## config.mk

```make
export PLATFORM = sky130hd
export DESIGN_NAME = sockit_ghrd_onchip_mem_tester
export DESIGN_NICKNAME = d
export VERILOG_FILES = /design/src/rtl/sockit_ghrd_memtest_pkg.sv /design/src/rtl/sockit_ghrd_memtest_checker.sv /design/src/rtl/sockit_ghrd_onchip_mem_tester.sv
export SDC_FILE = /design/constraint.sdc
export NUM_CORES = 1
export LEC_CHECK = 0
export ABC_AREA = 1
export CORE_MARGIN = 2
export CORE_UTILIZATION = 40
export CTS_BUF_LIST = sky130_fd_sc_hd__clkbuf_4 sky130_fd_sc_hd__clkbuf_8
export DETAILED_ROUTE_END_ITERATION = 7
export GPL_TIMING_DRIVEN = 0
export PLACE_DENSITY_LB_ADDON = 0.3
export SYNTH_ARGS = -nofsm -noshare
export SYNTH_HDL_FRONTEND = slang
export SYNTH_HIERARCHICAL = 1
export SYNTH_SLANG_ARGS = --single-unit
```

## constraint.sdc

```tcl
create_clock -name clk -period 2.9 [get_ports clk]
set_input_delay 0.58 -clock clk [delete_from_list [all_inputs] [get_ports clk]]
set_output_delay 0.58 -clock clk [all_outputs]
set_load 0.05 [all_outputs]
```

## src/rtl/sockit_ghrd_memtest_pkg.sv

```systemverilog
// Shared types and helpers for the on-chip RAM tester: FSM states, default
// widths and the 64-bit test pattern generator.
package sockit_ghrd_memtest_pkg;

    localparam int ADDR_W_DEF = 13;
    localparam int DATA_W_DEF = 64;

    typedef enum logic [2:0] {
        IDLE,
        WRITE,
        READ,
        DRAIN,
        FINISH
    } state_e;

    // Word i carries the seed mixed with its index in the upper half and the
    // complement in the lower half, so every data bit toggles across the range.
    function automatic logic [63:0] pattern(input logic [31:0] seed, input logic [31:0] idx);
        logic [31:0] mix;
        mix = seed ^ idx;
        return {mix, ~mix};
    endfunction

endpackage

```

## src/rtl/sockit_ghrd_memtest_checker.sv

```systemverilog
// Read-response checker: tracks response order, compares against the pattern,
// keeps a saturating error count and (with MEMTEST_FIRST_FAIL_EN) the first failure.
module sockit_ghrd_memtest_checker
    import sockit_ghrd_memtest_pkg::*;
#(
    parameter int ADDR_W = ADDR_W_DEF,
    parameter int ERR_W  = 16
) (
    input  logic              clk,
    input  logic              reset_n,
    input  logic              clear,
    input  logic              rsp_valid,
    input  logic [63:0]       rsp_data,
    input  logic [31:0]       seed,
    input  logic [ADDR_W-1:0] base_addr,
    output logic [ERR_W-1:0]  err_count
`ifdef MEMTEST_FIRST_FAIL_EN
    ,
    output logic              fail_valid,
    output logic [ADDR_W-1:0] fail_addr,
    output logic [63:0]       fail_data
`endif
);

    localparam int IDX_W = ADDR_W + 1;

    logic [IDX_W-1:0] rsp_idx_q, rsp_idx_d;
    logic [ERR_W-1:0] err_q, err_d;
    logic             mismatch;

    assign mismatch = rsp_valid && (rsp_data != pattern(seed, 32'(rsp_idx_q)));

    always_comb begin
        // NOTE: every signal gets a default first so no path leaves it unassigned (no latches).
        rsp_idx_d = rsp_idx_q;
        err_d     = err_q;
        if (clear) begin
            rsp_idx_d = '0;
            err_d     = '0;
        end else if (rsp_valid) begin
            rsp_idx_d = rsp_idx_q + IDX_W'(1);
            if (mismatch && (err_q != '1)) begin
                err_d = err_q + ERR_W'(1);
            end
        end
    end

    always_ff @(posedge clk or negedge reset_n) begin
        // NOTE: state is updated with non-blocking assignments so all flops sample the same edge.
        if (!reset_n) begin
            rsp_idx_q <= '0;
            err_q     <= '0;
        end else begin
            rsp_idx_q <= rsp_idx_d;
            err_q     <= err_d;
        end
    end

    assign err_count = err_q;

`ifdef MEMTEST_FIRST_FAIL_EN
    logic              fail_valid_q, fail_valid_d;
    logic [ADDR_W-1:0] fail_addr_q, fail_addr_d;
    logic [63:0]       fail_data_q, fail_data_d;

    always_comb begin
        fail_valid_d = fail_valid_q;
        fail_addr_d  = fail_addr_q;
        fail_data_d  = fail_data_q;
        if (clear) begin
            fail_valid_d = 1'b0;
            fail_addr_d  = '0;
            fail_data_d  = '0;
        end else if (mismatch && !fail_valid_q) begin
            fail_valid_d = 1'b1;
            fail_addr_d  = base_addr + rsp_idx_q[ADDR_W-1:0];
            fail_data_d  = rsp_data;
        end
    end

    always_ff @(posedge clk or negedge reset_n) begin
        if (!reset_n) begin
            fail_valid_q <= 1'b0;
            fail_addr_q  <= '0;
            fail_data_q  <= '0;
        end else begin
            fail_valid_q <= fail_valid_d;
            fail_addr_q  <= fail_addr_d;
            fail_data_q  <= fail_data_d;
        end
    end

    assign fail_valid = fail_valid_q;
    assign fail_addr  = fail_addr_q;
    assign fail_data  = fail_data_q;
`endif

endmodule

```

## src/rtl/sockit_ghrd_onchip_mem_tester.sv

```systemverilog
// Avalon-MM memory tester: writes a seeded pattern over a word range, reads it
// back with up to MAX_PENDING reads in flight and reports pass/error count.
// Optional first-failure capture ports are enabled by MEMTEST_FIRST_FAIL_EN.
module sockit_ghrd_onchip_mem_tester
    import sockit_ghrd_memtest_pkg::*;
#(
    parameter int ADDR_W      = ADDR_W_DEF,
    parameter int DATA_W      = DATA_W_DEF,
    parameter int MAX_PENDING = 4,
    parameter int ERR_W       = 16
) (
    input  logic              clk,
    input  logic              reset_n,
    input  logic              start,
    input  logic [ADDR_W-1:0] base_addr,
    input  logic [ADDR_W:0]   word_count,
    input  logic [31:0]       seed,
    output logic              busy,
    output logic              done,
    output logic              pass,
    output logic [ERR_W-1:0]  err_count,
    output logic [ADDR_W-1:0] avm_address,
    output logic              avm_chipselect,
    output logic              avm_write,
    output logic              avm_read,
    output logic [7:0]        avm_byteenable,
    output logic [DATA_W-1:0] avm_writedata,
    input  logic              avm_waitrequest,
    input  logic [DATA_W-1:0] avm_readdata,
    input  logic              avm_readdatavalid
`ifdef MEMTEST_FIRST_FAIL_EN
    ,
    output logic              fail_valid,
    output logic [ADDR_W-1:0] fail_addr,
    output logic [DATA_W-1:0] fail_data
`endif
);

    localparam int IDX_W  = ADDR_W + 1;
    localparam int PEND_W = 4;

    state_e            state_q, state_d;
    logic [IDX_W-1:0]  idx_q, idx_d;
    logic [IDX_W-1:0]  count_q, count_d;
    logic [PEND_W-1:0] pending_q, pending_d;
    logic [ADDR_W-1:0] base_q, base_d;
    logic [31:0]       seed_q, seed_d;
    logic              busy_q, busy_d;
    logic              done_q, done_d;
    logic              pass_q, pass_d;
    logic              cs_q, cs_d;
    logic              wr_q, wr_d;
    logic              rd_q, rd_d;
    logic [ADDR_W-1:0] addr_q, addr_d;
    logic [DATA_W-1:0] wdata_q, wdata_d;

    logic accepted;
    logic rd_acc;
    logic rsp_en;
    logic start_acc;

    assign accepted  = cs_q && !avm_waitrequest;
    assign rd_acc    = rd_q && accepted;
    // Responses only count while reads can actually be outstanding.
    assign rsp_en    = avm_readdatavalid && ((state_q == READ) || (state_q == DRAIN));
    assign start_acc = (state_q == IDLE) && start;

    always_comb begin
        state_d   = state_q;
        idx_d     = idx_q;
        count_d   = count_q;
        pending_d = pending_q;
        base_d    = base_q;
        seed_d    = seed_q;
        busy_d    = busy_q;
        done_d    = 1'b0;
        pass_d    = pass_q;
        cs_d      = cs_q;
        wr_d      = wr_q;
        rd_d      = rd_q;
        addr_d    = addr_q;
        wdata_d   = wdata_q;

        if ((state_q == READ) || (state_q == DRAIN)) begin
            pending_d = pending_q + PEND_W'(rd_acc) - PEND_W'(rsp_en);
        end

        case (state_q)
            IDLE: begin
                if (start) begin
                    base_d    = base_addr;
                    count_d   = word_count;
                    seed_d    = seed;
                    busy_d    = 1'b1;
                    pass_d    = 1'b0;
                    idx_d     = '0;
                    pending_d = '0;
                    if (word_count == '0) begin
                        state_d = FINISH;
                    end else begin
                        state_d = WRITE;
                        cs_d    = 1'b1;
                        wr_d    = 1'b1;
                        addr_d  = base_addr;
                        wdata_d = pattern(seed, 32'd0);
                    end
                end
            end
            WRITE: begin
                if (accepted) begin
                    idx_d = idx_q + IDX_W'(1);
                    if (idx_d == count_q) begin
                        // First read is presented straight away; nothing is pending yet.
                        state_d = READ;
                        idx_d   = '0;
                        wr_d    = 1'b0;
                        rd_d    = 1'b1;
                        addr_d  = base_q;
                        wdata_d = '0;
                    end else begin
                        addr_d  = base_q + idx_d[ADDR_W-1:0];
                        wdata_d = pattern(seed_q, 32'(idx_d));
                    end
                end
            end
            READ: begin
                if (rd_acc) begin
                    idx_d = idx_q + IDX_W'(1);
                end
                if (!(cs_q && avm_waitrequest)) begin
                    if (idx_d == count_q) begin
                        state_d = DRAIN;
                        cs_d    = 1'b0;
                        rd_d    = 1'b0;
                    end else begin
                        cs_d   = (pending_d < PEND_W'(MAX_PENDING));
                        rd_d   = (pending_d < PEND_W'(MAX_PENDING));
                        addr_d = base_q + idx_d[ADDR_W-1:0];
                    end
                end
            end
            DRAIN: begin
                // Waiting on the registered count means the last response is already scored.
                if (pending_q == '0) begin
                    state_d = FINISH;
                end
            end
            FINISH: begin
                state_d = IDLE;
                done_d  = 1'b1;
                busy_d  = 1'b0;
                pass_d  = (err_count == '0);
            end
            default: state_d = IDLE;
        endcase
    end

    always_ff @(posedge clk or negedge reset_n) begin
        if (!reset_n) begin
            state_q   <= IDLE;
            idx_q     <= '0;
            count_q   <= '0;
            pending_q <= '0;
            base_q    <= '0;
            seed_q    <= '0;
            busy_q    <= 1'b0;
            done_q    <= 1'b0;
            pass_q    <= 1'b0;
            cs_q      <= 1'b0;
            wr_q      <= 1'b0;
            rd_q      <= 1'b0;
            addr_q    <= '0;
            wdata_q   <= '0;
        end else begin
            state_q   <= state_d;
            idx_q     <= idx_d;
            count_q   <= count_d;
            pending_q <= pending_d;
            base_q    <= base_d;
            seed_q    <= seed_d;
            busy_q    <= busy_d;
            done_q    <= done_d;
            pass_q    <= pass_d;
            cs_q      <= cs_d;
            wr_q      <= wr_d;
            rd_q      <= rd_d;
            addr_q    <= addr_d;
            wdata_q   <= wdata_d;
        end
    end

    sockit_ghrd_memtest_checker #(
        .ADDR_W (ADDR_W),
        .ERR_W  (ERR_W)
    ) u_checker (
        .clk        (clk),
        .reset_n    (reset_n),
        .clear      (start_acc),
        .rsp_valid  (rsp_en),
        .rsp_data   (avm_readdata),
        .seed       (seed_q),
        .base_addr  (base_q),
        .err_count  (err_count)
`ifdef MEMTEST_FIRST_FAIL_EN
        ,
        .fail_valid (fail_valid),
        .fail_addr  (fail_addr),
        .fail_data  (fail_data)
`endif
    );

    assign busy           = busy_q;
    assign done           = done_q;
    assign pass           = pass_q;
    assign avm_address    = addr_q;
    assign avm_chipselect = cs_q;
    assign avm_write      = wr_q;
    assign avm_read       = rd_q;
    assign avm_byteenable = cs_q ? 8'hFF : 8'h00;
    assign avm_writedata  = wdata_q;

endmodule

```

==> summary.txt <==
worst reg-to-reg path cell count: 18
Die Span Y: 183 µm
area share of xor/xnor cells in the synthesized design: 5.37%
die outline area: 33,700 µm²
cell at the root of the clock tree: clkbuf_8
top cell family by delay on the critical path: simple AND/OR/NAND/NOR gates
worst-case hold slack: 0.493 ns
total congestion overflow after global routing: 0
worst-case vdd ir drop: 0.737 mV
detailed-route via count: 13.6k
Final period util: 97.8%
YS warnings: 6
buffers added on ports: 234
worst setup path category: reg -> reg
arrival time worst endpoint: 3.29 ns
combinational group share of total power: 63.9%
number of optimization iterations in the first detailed-route pass: 6
clock tree skew after final layout: 0.0264 ns
total of flip-flops plus latches after synthesis: 193
largest family of logic cells by synthesized area: simple AND/OR/NAND/NOR gates
area share of fa/ha/maj cells after synthesis: 3.57%
number of pins exceeding their max-slew limit in the final report: 0
standard-cell rows: 65
number of nets with antenna violations after routing: 0
origin of the worst setup path: idx_q[1]
share of the yosys chip area belonging to registers: 37.5%
clock power share: 9.7%
crit start category: flip-flop
half-perimeter wire length of the detailed placement result: 34.4 mm
compound-cell area share of the yosys netlist: 11.9%
slew margin rel.: 45.3%
number of filler cells placed in the layout: 3,027
number of buffer and inverter instances along the worst setup path: 1
slew at the pin closest to its max-slew limit: 0.821 ns
instance count on the critical path: 18
CTS tree: done
setup repair after global routing missed its margin: yes
cts bufs inserted: 17
capturing element of the worst setup path: avm_address[7]
CTS H-tree depth: 4
Min Clock Period, post-route: 2.84 ns
most common cell after layout, fill and taps aside: nand2_1
total wire length after detailed routing: 45.4 mm
number of unique standard cell types used by synthesis: 47
highest-count cells in the layout ignoring fill and taps: 535 x nand2_1, 232 x clkdlybuf4s50_1, 212 x inv_1, 189 x dfrtp_1, 135 x nand3_1
summed instance area of the synthesized netlist: 12,900 µm²
maximum number of pins on one net before global-route repair: 73
effective utilization at floorplan: 40.7%
final routed wire length divided by cell count: 17.8 µm
sequential fraction of design power: 26.5%
antenna violations before repair: 2
cells along the critical path: ha_4, nand2_4, nor2_4, nand2_1, nand2_1, nand2_4, nand2_2, nand2_2, ha_4, nand2_1, nor2_2, a21oi_4, buf_4, xor2_1, or2_2, nand3_1, nand2_1, nand2_1
CP peak stage delay: 0.42 ns
area share of the leading cell type in the synthesized netlist: 37.5%
Core ar.: 31,600 µm²
non-filler cells in the finished layout: 2,545
number of clock sinks: 193
clk slew on worst S/H paths: 0.11 ns
area delta synth->final: 32.8%
fin area: 17,100 µm²
Critical Path Slowest Stage Cell: dfrtp_1
number of top-level design ports: 235
all-layer global routing usage: 26.5%
Req. time, crit path: 3.35 ns
r2r setup slk: 0.06 ns
DRT iter0 DRCs: 1,188
number of global-route vias before repair: 12.7k
ratio of cells with drive above 1 in the final layout: 11.1%
fraction of the mapped netlist area in simple logic gates: 32.4%
Die Width: 183 µm
total area of multi-input combinational cells: 7450 µm²
sequential cell area in the final layout: 4840 µm²
count of placed standard cells including taps: 2,476
largest fanout on the critical path: 6
worst hold-check path type: reg -> reg
number of max-capacitance violations reported: 0
result of the run: finished, final reports clean
switching share of total power: 54.1%
first-pass GRT wire length: 69.0 mm
Switch Pwr: 10,100 µW
maximum clock frequency: 0.352 GHz
via density per instance: 5.33
fraction of synthesized area in multiplexers: 0%
Final #Nets: 2,291
Routability Congestion: 0.937
endpoint kind of the worst setup timing path: flip-flop
Pleak: 0.00802 µW
maximum clock insertion buffer count: 2
Area after DPL: 15,800 µm²
number of DRC violations after detailed routing: 0
Internal Pwr Total: 8610 µW
largest area contributor in the synthesized netlist: dfrtp_1
critical register-to-register path endpoint: avm_address[7]
most frequent cell on the critical path: nand2_1
final cell utilization of the core: 54.1%
Fin. Hold Viols: 0
pwr/cell area: 1100 nW/µm²
clock latency at the later pin of the worst-skew pair: 0.52 ns
final setup fails: 0
cell count after synthesis: 1,838
dominant cells by area after synthesis: dfrtp_1 37%, nand2_1 16%, inv_1 6.4%
startpoint of the most critical register-to-register path: idx_q[1]
average footprint of a synthesized cell: 7.01 µm²
net count of the mapped netlist: 2,001
-- per-stage QoR --
step,TNS [ns],power (µW),setup WS (ns)
floorplan,0,12500,0.00719
global placement,-1488.43,16100,-8.79
detailed placement,-69.30,16300,-1.11
CTS,0,18300,0.00348
global route,-0.716,20100,-0.136
finish,0,18700,0.0628
-- repair_timing --
action | CTS | global route
hold endpoints to repair | 51 | 0
pin swaps | 5 | 34
setup buffers | 9 | 25
setup endpoints to repair | 110 | 106
hold buffers | 1 | 0
gates resized for setup | 37 | 110
-- cells by family after synthesis --
family / after synthesis
flip-flops: 193
buffers and inverters: 292
AND/OR/NAND/NOR: 963
XOR/XNOR: 79
adder cells (fa/ha/maj): 35
AO/OA/AOI/OAI: 276
-- sequential cells by signal, indices dropped and copies added, names as in the netlist --
signal and count:
u_checker/err_count 16, done 1, avm_address 13, pending_q 4, idx_q 14, avm_writedata 64
base_q 13, pass 1, u_checker/rsp_idx_q 14, avm_write 1, busy 1, avm_read 1
count_q 14, state_q 3, avm_chipselect 1, seed_q 32
-- area by class of cell --
type,count,area share [%]
multi-input cells,1353,43.6
flip-flops and latches,193,28.3
repair buffers,271,15.6
inverters,222,4.89
well taps,402,2.94
plain buffers,70,2.38
clock buffers,19,1.46
clock inverters,13,0.834
diodes,2,0.0293
-- worst reg2reg max path: stages, from the launching register on --
cell and delay [ns]:
dfrtp_1 0.42, ha_4 0.19, nand2_4 0.07, nor2_4 0.21
nand2_1 0.11, nand2_1 0.12, nand2_4 0.10, nand2_2 0.08
nand2_2 0.09, ha_4 0.32, nand2_1 0.10, nor2_2 0.14
a21oi_4 0.10, buf_4 0.14, xor2_1 0.13, or2_2 0.27
nand3_1 0.08, nand2_1 0.05, nand2_1 0.06
-- synth_stat cells (all sizes together) --
| cell | n |
|---|---|
| nand2 | 570 |
| inv | 221 |
| dfrtp | 193 |
| nand3 | 147 |
| o21ai | 139 |
| nor2 | 137 |
| a21oi | 77 |
| xor2 | 50 |
| nand4 | 46 |
| buf | 38 |
| clkbuf | 32 |
| ha | 32 |
| xnor2 | 29 |
| o22ai | 26 |
| nor3 | 23 |
| a22o | 18 |
| nand3b | 18 |
| or2 | 11 |
| nor4 | 9 |
| o21bai | 4 |
| fa | 3 |
| a211oi | 2 |
| a21o | 2 |
| a221oi | 2 |
| and3 | 2 |
| a31oi | 1 |
| clkinv | 1 |
| o211ai | 1 |
| o21a | 1 |
| o221ai | 1 |
| o2bb2ai | 1 |
| o31ai | 1 |
-- routing by layer --
metal	global-route usage (%)	wire length, µm	up-vias
met5	0	0	-
met4	9.06	1420	0
met3	5.11	3490	86
met2	42.1	20600	566
met1	36.1	19900	6377
li1	-	-	6537
-- power by group through the flow --
stage / combinational (µW) / clock, µW / sequential (µW)
after global placement: 11200 / 0 / 4930
after global routing: 13000 / 1950 / 5100
after floorplan: 5820 / 0 / 6660
after CTS: 11600 / 1840 / 4900
final: 12000 / 1810 / 4960
after detailed placement: 11400 / 0 / 4960
-- how the worst min path moves through the flow --
stage,end,cells past startpoint,startpoint
2_1_floorplan,avm_address[0],0,reset_n
3_3_place_gp,avm_writedata[6],2,avm_writedata[6]
3_5_place_dp,avm_address[3],2,avm_address[3]
4_1_cts,avm_writedata[8],2,avm_writedata[8]
5_1_grt,avm_address[4],2,avm_address[4]
6_report,avm_address[6],2,avm_address[6]
No activity file was read; power rests on OpenSTA's default activity.
